==> src/rtl/mips_defs.sv <==
// Shared MIPS EX-stage definitions: divide ALU opcodes and divider FSM state encoding.
package mips_defs;

    localparam logic [5:0] ALUOP_DIV  = 6'b011100;
    localparam logic [5:0] ALUOP_DIVU = 6'b001100;

    typedef enum logic [1:0] {
        DIV_IDLE = 2'd0,
        DIV_BUSY = 2'd1,
        DIV_FIX  = 2'd2,
        DIV_DONE = 2'd3
    } div_state_e;

    function automatic logic is_div_op(input logic [5:0] aluop);
        return (aluop == ALUOP_DIV) || (aluop == ALUOP_DIVU);
    endfunction

endpackage

==> src/rtl/div_unit_step.sv <==
// One combinational restoring-division iteration on unsigned magnitudes.
module div_step
    import mips_defs::*;
#(
    parameter int WIDTH = 32
) (
    input  logic [WIDTH-1:0] rem_in,
    input  logic [WIDTH-1:0] quo_in,
    input  logic [WIDTH-1:0] divisor,
    output logic [WIDTH-1:0] rem_out,
    output logic [WIDTH-1:0] quo_out
);

    logic [WIDTH:0] shifted_s;
    logic           fits_s;

    // The shifted remainder can reach 2*divisor-1, so the trial compare is one bit wider.
    always_comb begin
        shifted_s = {rem_in, quo_in[WIDTH-1]};
        fits_s    = (shifted_s >= {1'b0, divisor});
        quo_out   = {quo_in[WIDTH-2:0], fits_s};
        if (fits_s) begin
            rem_out = shifted_s[WIDTH-1:0] - divisor;
        end else begin
            rem_out = shifted_s[WIDTH-1:0];
        end
    end

endmodule

==> src/rtl/div_unit.sv <==
// Multi-cycle radix-2 restoring divider (div/divu) producing LO=quotient, HI=remainder.
module div_unit
    import mips_defs::*;
#(
    parameter int WIDTH = 32
) (
    input  logic             clk,
    input  logic             rst,
    input  logic             start,
    input  logic             is_signed,
    input  logic             annul,
    input  logic [WIDTH-1:0] a,
    input  logic [WIDTH-1:0] b,
    output logic             stall,
    output logic             valid,
    output logic [WIDTH-1:0] hi,
    output logic [WIDTH-1:0] lo
);

    localparam int               CNT_W    = $clog2(WIDTH);
    localparam logic [CNT_W-1:0] CNT_LAST = CNT_W'(WIDTH - 1);
    localparam logic [CNT_W-1:0] CNT_ONE  = {{(CNT_W-1){1'b0}}, 1'b1};
    localparam logic [WIDTH-1:0] ONE_W    = {{(WIDTH-1){1'b0}}, 1'b1};

    function automatic logic [WIDTH-1:0] negate(input logic [WIDTH-1:0] v);
        return ~v + ONE_W;
    endfunction

    div_state_e       state_r, state_next_s;
    logic [CNT_W-1:0] cnt_r;
    logic [WIDTH-1:0] rem_r, quo_r, div_r, hi_r, lo_r;
    logic             neg_quo_r, neg_rem_r, valid_r;
    logic [WIDTH-1:0] rem_step_s, quo_step_s, a_mag_s, b_mag_s;
    logic             start_ok_s, b_zero_s;

    assign start_ok_s = start & ~annul;
    assign b_zero_s   = (b == {WIDTH{1'b0}});
    // 0x80000000 maps onto itself, which is the correct unsigned magnitude 2^(WIDTH-1).
    assign a_mag_s    = (is_signed && a[WIDTH-1]) ? negate(a) : a;
    assign b_mag_s    = (is_signed && b[WIDTH-1]) ? negate(b) : b;

    div_step #(.WIDTH(WIDTH)) u_step (
        .rem_in  (rem_r),
        .quo_in  (quo_r),
        .divisor (div_r),
        .rem_out (rem_step_s),
        .quo_out (quo_step_s)
    );

    // Next-state and stall decode; stall drops in DONE so the consumer advances with valid.
    always_comb begin
        state_next_s = state_r;
        stall        = 1'b0;
        case (state_r)
            DIV_IDLE: begin
                if (start_ok_s) begin
                    stall        = 1'b1;
                    state_next_s = b_zero_s ? DIV_DONE : DIV_BUSY;
                end else begin
                    state_next_s = DIV_IDLE;
                end
            end
            DIV_BUSY: begin
                stall = 1'b1;
                if (annul) begin
                    state_next_s = DIV_IDLE;
                end else if (cnt_r == CNT_LAST) begin
                    state_next_s = DIV_FIX;
                end else begin
                    state_next_s = DIV_BUSY;
                end
            end
            DIV_FIX: begin
                stall        = 1'b1;
                state_next_s = annul ? DIV_IDLE : DIV_DONE;
            end
            DIV_DONE: state_next_s = DIV_IDLE;
            default:  state_next_s = DIV_IDLE;
        endcase
    end

    // State, datapath and result registers.
    always_ff @(posedge clk) begin
        if (rst) begin
            state_r   <= DIV_IDLE;
            cnt_r     <= {CNT_W{1'b0}};
            rem_r     <= {WIDTH{1'b0}};
            quo_r     <= {WIDTH{1'b0}};
            div_r     <= {WIDTH{1'b0}};
            neg_quo_r <= 1'b0;
            neg_rem_r <= 1'b0;
            hi_r      <= {WIDTH{1'b0}};
            lo_r      <= {WIDTH{1'b0}};
            valid_r   <= 1'b0;
        end else begin
            state_r <= state_next_s;
            valid_r <= (state_next_s == DIV_DONE);
            case (state_r)
                DIV_IDLE: begin
                    if (start_ok_s && b_zero_s) begin
                        hi_r <= a;
                        lo_r <= {WIDTH{1'b1}};
                    end else if (start_ok_s) begin
                        rem_r     <= {WIDTH{1'b0}};
                        quo_r     <= a_mag_s;
                        div_r     <= b_mag_s;
                        neg_quo_r <= is_signed & (a[WIDTH-1] ^ b[WIDTH-1]);
                        neg_rem_r <= is_signed & a[WIDTH-1];
                        cnt_r     <= {CNT_W{1'b0}};
                    end
                end
                DIV_BUSY: begin
                    if (!annul) begin
                        rem_r <= rem_step_s;
                        quo_r <= quo_step_s;
                        cnt_r <= cnt_r + CNT_ONE;
                    end
                end
                DIV_FIX: begin
                    if (!annul) begin
                        lo_r <= neg_quo_r ? negate(quo_r) : quo_r;
                        hi_r <= neg_rem_r ? negate(rem_r) : rem_r;
                    end
                end
                default: begin
                end
            endcase
        end
    end

    assign valid = valid_r;
    assign hi    = hi_r;
    assign lo    = lo_r;

endmodule

==> config.mk <==
export PLATFORM = sky130hd
export DESIGN_NAME = div_unit
export DESIGN_NICKNAME = d
export VERILOG_FILES = /design/src/rtl/mips_defs.sv /design/src/rtl/div_unit_step.sv /design/src/rtl/div_unit.sv
export SDC_FILE = /design/constraint.sdc
export NUM_CORES = 1
export LEC_CHECK = 0
export CAP_MARGIN = 20
export CORE_ASPECT_RATIO = 1.5
export CORE_UTILIZATION = 35
export DETAILED_ROUTE_END_ITERATION = 12
export PLACE_DENSITY = 0.65
export SYNTH_ARGS = -nofsm -noshare
export SYNTH_HDL_FRONTEND = slang
export SYNTH_SLANG_ARGS = --single-unit
==> constraint.sdc <==
create_clock -name clk -period 7.3 [get_ports clk]
set_input_delay 1.46 -clock clk [delete_from_list [all_inputs] [get_ports clk]]
set_output_delay 1.46 -clock clk [all_outputs]
set_load 0.01 [all_outputs]
* Word level (Yosys, flattened, before mapping)
Index checks and enable logic that the tools add are counted.
** Storage, ports and cells
- Register bits after elaboration :: 170
- Input bits :: 69
- Output and inout port bits :: 66
- Word-level logic and storage cells :: 79
** Cells by class
- Add/sub/neg operators :: 6
- $lt $le $gt $ge :: 1
- Equality and inequality tests :: 10
- Mux-type cells :: 31
- Bitwise operators :: 10
- Reduce and logical (&&, ||, !) cells :: 11
** Operators with widths (number)
- $mux 32 :: 15
- $pmux 32 s2 :: 4
- $add 32x1->32 const B :: 4
- $not 32->32 :: 4
- $ge 33x32->1 :: 1
- $logic_not 32->1 :: 1
- $sub 32x32->32 :: 1
- $mux 5 :: 3
- $mux 2 :: 5
- $ne 2x2->1 const B :: 5
- $pmux 5 s2 :: 1
- $pmux 2 s4 :: 1
- $eq 2x2->1 const B :: 3
- $reduce_and 3->1 :: 2
- $add 5x1->5 const B :: 1
- $eq 5x5->1 const B :: 1
- $reduce_and 4->1 :: 1
- $reduce_bool 2->1 :: 2
- $and 1x1->1 :: 3
- $logic_and 1x1->1 :: 3
- $eq 2x1->1 const B :: 1
- $logic_not 2->1 :: 1
- $not 1->1 :: 2
- $pmux 1 s2 :: 1
- 3 further kinds :: 3

* Logic depth before layout (Yosys ltp)
- Word-level depth :: 6
- Gate-level depth with buffers :: 14
- Mapped depth without buffers :: 13

* Modules after synthesis
A second synthesis with hierarchy kept.
** Second synthesis, totals
- Cells, all modules :: 1538
- Area total of the unflattened synthesis :: 11956.5 um^2
** Modules (own cells, without submodules)
- div_unit :: times used 1, cells an instance 1186, area each 9470.3 um^2, sequential area each 3403.3 um^2
- div_step :: times used 1, cells an instance 352, area each 2486.1 um^2, sequential area each 0.0 um^2

* Worst setup path after synthesis
OpenSTA, ideal clock, no wires.
- Path kind :: input-to-reg
- From :: input b[6]
- To :: register rem_r[27]
- Setup time :: 0.135 ns
- Arrival time :: 3.622 ns
- Data required time :: 7.165 ns
- Path slack :: 3.543 ns
- Cell stages on the path :: 9
- Path buffers :: 2
- Cell sequence :: or4_1 nor4_1 nand4_1 and2_1 o21ai_1 or2_2 clkbuf_1 clkbuf_1 o221ai_1
** Between the ends
- Cells in the longest elaborated chain, start to end :: 4
** Ends and longest elaborated chain
- start, declared :: line div_unit.sv:13 : input logic [WIDTH-1:0] b,
- $logic_not 32->1 :: line div_unit.sv:37 : assign b_zero_s = (b == {WIDTH{1'b0}});
- $logic_and 1x1->1 :: line div_unit.sv:100 : if (start_ok_s && b_zero_s) begin
- $ne 2x2->1 (no source line)
- $reduce_and 4->1 (no source line)
- end signal, assigned :: line div_unit.sv:87 : rem_r <= {WIDTH{1'b0}};
- end signal, assigned :: line div_unit.sv:104 : rem_r <= {WIDTH{1'b0}};
- end signal, assigned :: line div_unit.sv:114 : rem_r <= rem_step_s;
- end, declared :: line div_unit.sv:31 : logic [WIDTH-1:0] rem_r, quo_r, div_r, hi_r, lo_r;
Every way passes these cells.
A chain may end at the register's enable or synchronous reset.

* Worst setup path after layout
- From :: input b[6]
- To :: register lo_r[25] (netlist: lo[25])
** Between the ends
- Cells in the longest elaborated chain, start to end :: 4
** Ends and longest elaborated chain
- $logic_not 32->1 :: line div_unit.sv:37
- $logic_and 1x1->1 :: line div_unit.sv:100
- $ne 2x2->1 (no source line)
- $reduce_and 3->1 (no source line)
- end signal, assigned :: line div_unit.sv:93 : lo_r <= {WIDTH{1'b0}};
- end signal, assigned :: line div_unit.sv:102 : lo_r <= {WIDTH{1'b1}};
- end signal, assigned :: line div_unit.sv:121 : lo_r <= neg_quo_r ? negate(quo_r) : quo_r;
- end, declared :: line div_unit.sv:31
Every way passes these cells.

==> flow_summary.yaml <==
critical_path:
  cpMostUsedCell: "nor2_1"
  cp.required_ps: 7650
  crit_path_end: "lo[25]"
  start_kind: "input pin"
  crit_fanout: 60
  crit_path_start: "b[6]"
  crit_path_max_incr_delay_ps: 710
  path_cells: "clkdlybuf4s50_1 > or4_1 > nor4_1 > nand4_1 > nor2_1 > nand3_1 > a21oi_4 > buf_12 > nor2_1 > a311oi_1"
  end_kind: "flip-flop"
  path_class: "input pin to flip-flop"
  worst-r2r-setup-slack_ps: 3600
  rr_startpoint: "quo_r[31]"
  reg2regPathDepth: 13
  critPathArrivalTime_ps: 5690
  slowest_stage: "a21oi_4"
  timing.rr.end: "rem_r[30]"
timing:
  fin_ws_ps: 1970
  worstMarginPinSlew_ps: 1020
  maxSlewViolCount: 0
  period_needed_ps: 5330
  fin_skew_ps: 11.8
  finalSetupViolations: 0
  maxSlewHeadroom: 0.309
  setup_tns_ps: 0
  finalHoldViolCount: 0
  finalCritPeriodShare: 0.731
  rsz0062_at_grt: "no"
  fmax_mhz: 188
  holdWs_ps: 460
yosys:
  ys_seq_area_frac: 0.302
  ys_warn_count: 0
  synth_cells: 1490
  synth_area_per_cell_um2: 7.57
  synth_cell_types: 65
  syn_nets: 1603
  netlist_area_mm2: 0.0113
  synthArstFlopShare: 0
  synth-seq-cells: 170
  synth_ff_type: "dfxtp_1"
  synth_edf_count: 0
die:
  dieArea_mm2: 0.0330
  num_io_pins: 135
  fp.dieH_um: 222
  fp.dieW_um: 149
  fp-row-count: 80
  core_area_mm2: 0.0317
  initial_core_util: 0.355
clock_network:
  ctsResizeCount: 0
  cts.clk_slew.worst_paths_ps: 70
  cts_root_buf: "clkbuf_16"
  hold_buffers: 0
  clk_latency_ps: 450
  cts.sinks: 170
  clk_path_buf_depth: 2
  cts_buffers: 17
  post-cts-setup-buffer-count: 0
  cts_htree_levels: 4
  cts_tree: "yes"
layout:
  fin_nets: 1670
  antenna_cells: 0
  fillers: 3258
  drive_gt1_frac: 0.0433
  fin_area_mm2: 0.0135
  syn_to_final_growth_pct: 19.6
worst_hold_path:
  worstHoldPathType: "flip-flop to flip-flop"
  hp-start: "cnt_r[4]"
global_route:
  grt_pass1_vias: 10267
  grt_max_degree: 89
  grt_antenna_before_repair: 0
  track_usage: 0.208
  grt_pass1_wl_mm: 53.8
  grt-ovfl-total: 0
drt:
  viasPerCell: 5.37
  via_count: 10624
  drtAntennaViolNets: 0
  wl_mm: 33.8
  drc: 0
  drtIter0Drc: 635
  wl_per_cell_um: 17.1
  dr.pass1.iters: 5
placed_design:
  placed_cell_area_mm2: 0.0129
  place_congestion: 0.900
  detailedPlace.worstSlack_ps: 1540
  numPortBuffers: 134
  hpwlAfterDp_mm: 26.1
pwr:
  ir_worst_vdd_v: 0.000143
  power.total_uw: 2340
  cellPowerDensity_mw_per_mm2: 173
  p_leak_uw: 0.00484
outcome:
  status: "completed"
job:
  maxCapViolCount: 0
synth_stat cells, drive strengths merged (3+ instances only):
cell	n	area (µm²)
a221oi	5	43.8
or2	6	37.5
or4	16	131
a31oi	9	56.3
nor3	15	75.1
a21o	18	135
dfxtp	170	3400
and2	11	68.8
a211oi	54	405
nor2	154	578
xnor2	64	561
o31ai	27	203
buf	15	71.3
o21bai	5	37.5
nand4	10	62.6
and3	10	62.6
a211o	3	26.3
nand3b	3	22.5
ha	43	538
a21oi	124	621
nor4	11	68.8
nor2b	6	37.5
nand2	192	721
or3	18	118
nand3	14	70.1
clkbuf	84	315
o21a	8	60.1
o21ai	113	566
a311oi	35	313
o211ai	18	135
mux2i	28	280
o41ai	12	131
nand2b	10	62.6
xor2	80	701
inv	67	251
a22oi	8	60.1
worst max-delay path: cells and delay by family:
kind	cells	cell delay, ps
buffers and inverters	2	810
AOI/OAI and AO/OA	2	970
and+or+nand+nor	6	2390
registers in the layout (all words and copies together), names as in the netlist:
register / count
div_r: 32
hi: 32
lo: 32
quo_r: 32
rem_r: 32
cnt_r: 5
state_r: 2
neg_quo_r: 1
neg_rem_r: 1
valid: 1
worst min-delay path by stage:
stage / depth (start not counted) / endpoint / slack (ps)
after detailed placement: 2 / div_r[31] / 450
after global placement: 2 / div_r[22] / 440
after CTS: 2 / div_r[31] / 460
final: 2 / cnt_r[4] / 460
after floorplan: 2 / div_r[22] / 430
after global routing: 2 / hi[16] / 480
layer usage:
layer  vias up  track usage  wire length [µm]
li1       5423            -                 -
met1      4860        0.235             14000
met2       260        0.368             16800
met3        81       0.0241              1110
met4         0        0.127              1910
met5         -            0                 0
per-stage QoR:
step	util	std cells
floorplan	-	1490
finish	0.425	1980
global route	0.425	1980
CTS	0.424	1979
global placement	0.406	1947
detailed placement	0.406	1947
cells by family after synthesis:
logic type | Yosys count | share of synthesized area
compound gates | 453 | 0.259
xor+xnor | 144 | 0.112
fa+ha+maj | 44 | 0.0495
buf+inv | 166 | 0.0566
flops | 170 | 0.302
mux | 29 | 0.0259
simple gates | 484 | 0.196
cell usage in the layout (no fill, tap or decap), types with 14 or more instances in the layout:
master	count
dfxtp_1	170
a311oi_1	34
o21ai_0	110
a21o_1	18
nand2_1	192
a211oi_1	54
nand3_1	14
o211ai_1	18
clkdlybuf4s50_1	133
mux2i_1	28
o31ai_1	27
xor2_1	80
a21oi_1	123
clkbuf_16	17
inv_1	66
ha_1	41
xnor2_1	64
nor2_1	152
nor3_1	15
or3_1	17
area by class of cell:
| type | instances | area, µm² | share of cell area |
|---|---|---|---|
| multi-input cells | 1154 | 7270 | 0.539 |
| flip-flops and latches | 170 | 3400 | 0.252 |
| repair buffers | 147 | 1470 | 0.109 |
| well taps | 410 | 513 | 0.0380 |
| clock buffers | 18 | 429 | 0.0318 |
| inverters | 67 | 251 | 0.0186 |
| clock inverters | 14 | 149 | 0.0110 |
power by group:
| group | total (µW) | leakage (µW) | switching, µW | internal [µW] |
|---|---|---|---|---|
| combinational | 448 | 0.00318 | 269 | 179 |
| sequential | 983 | 0.00138 | 27.6 | 955 |
| clock | 909 | 0.000279 | 426 | 484 |
No activity file was read; power rests on OpenSTA's default activity.
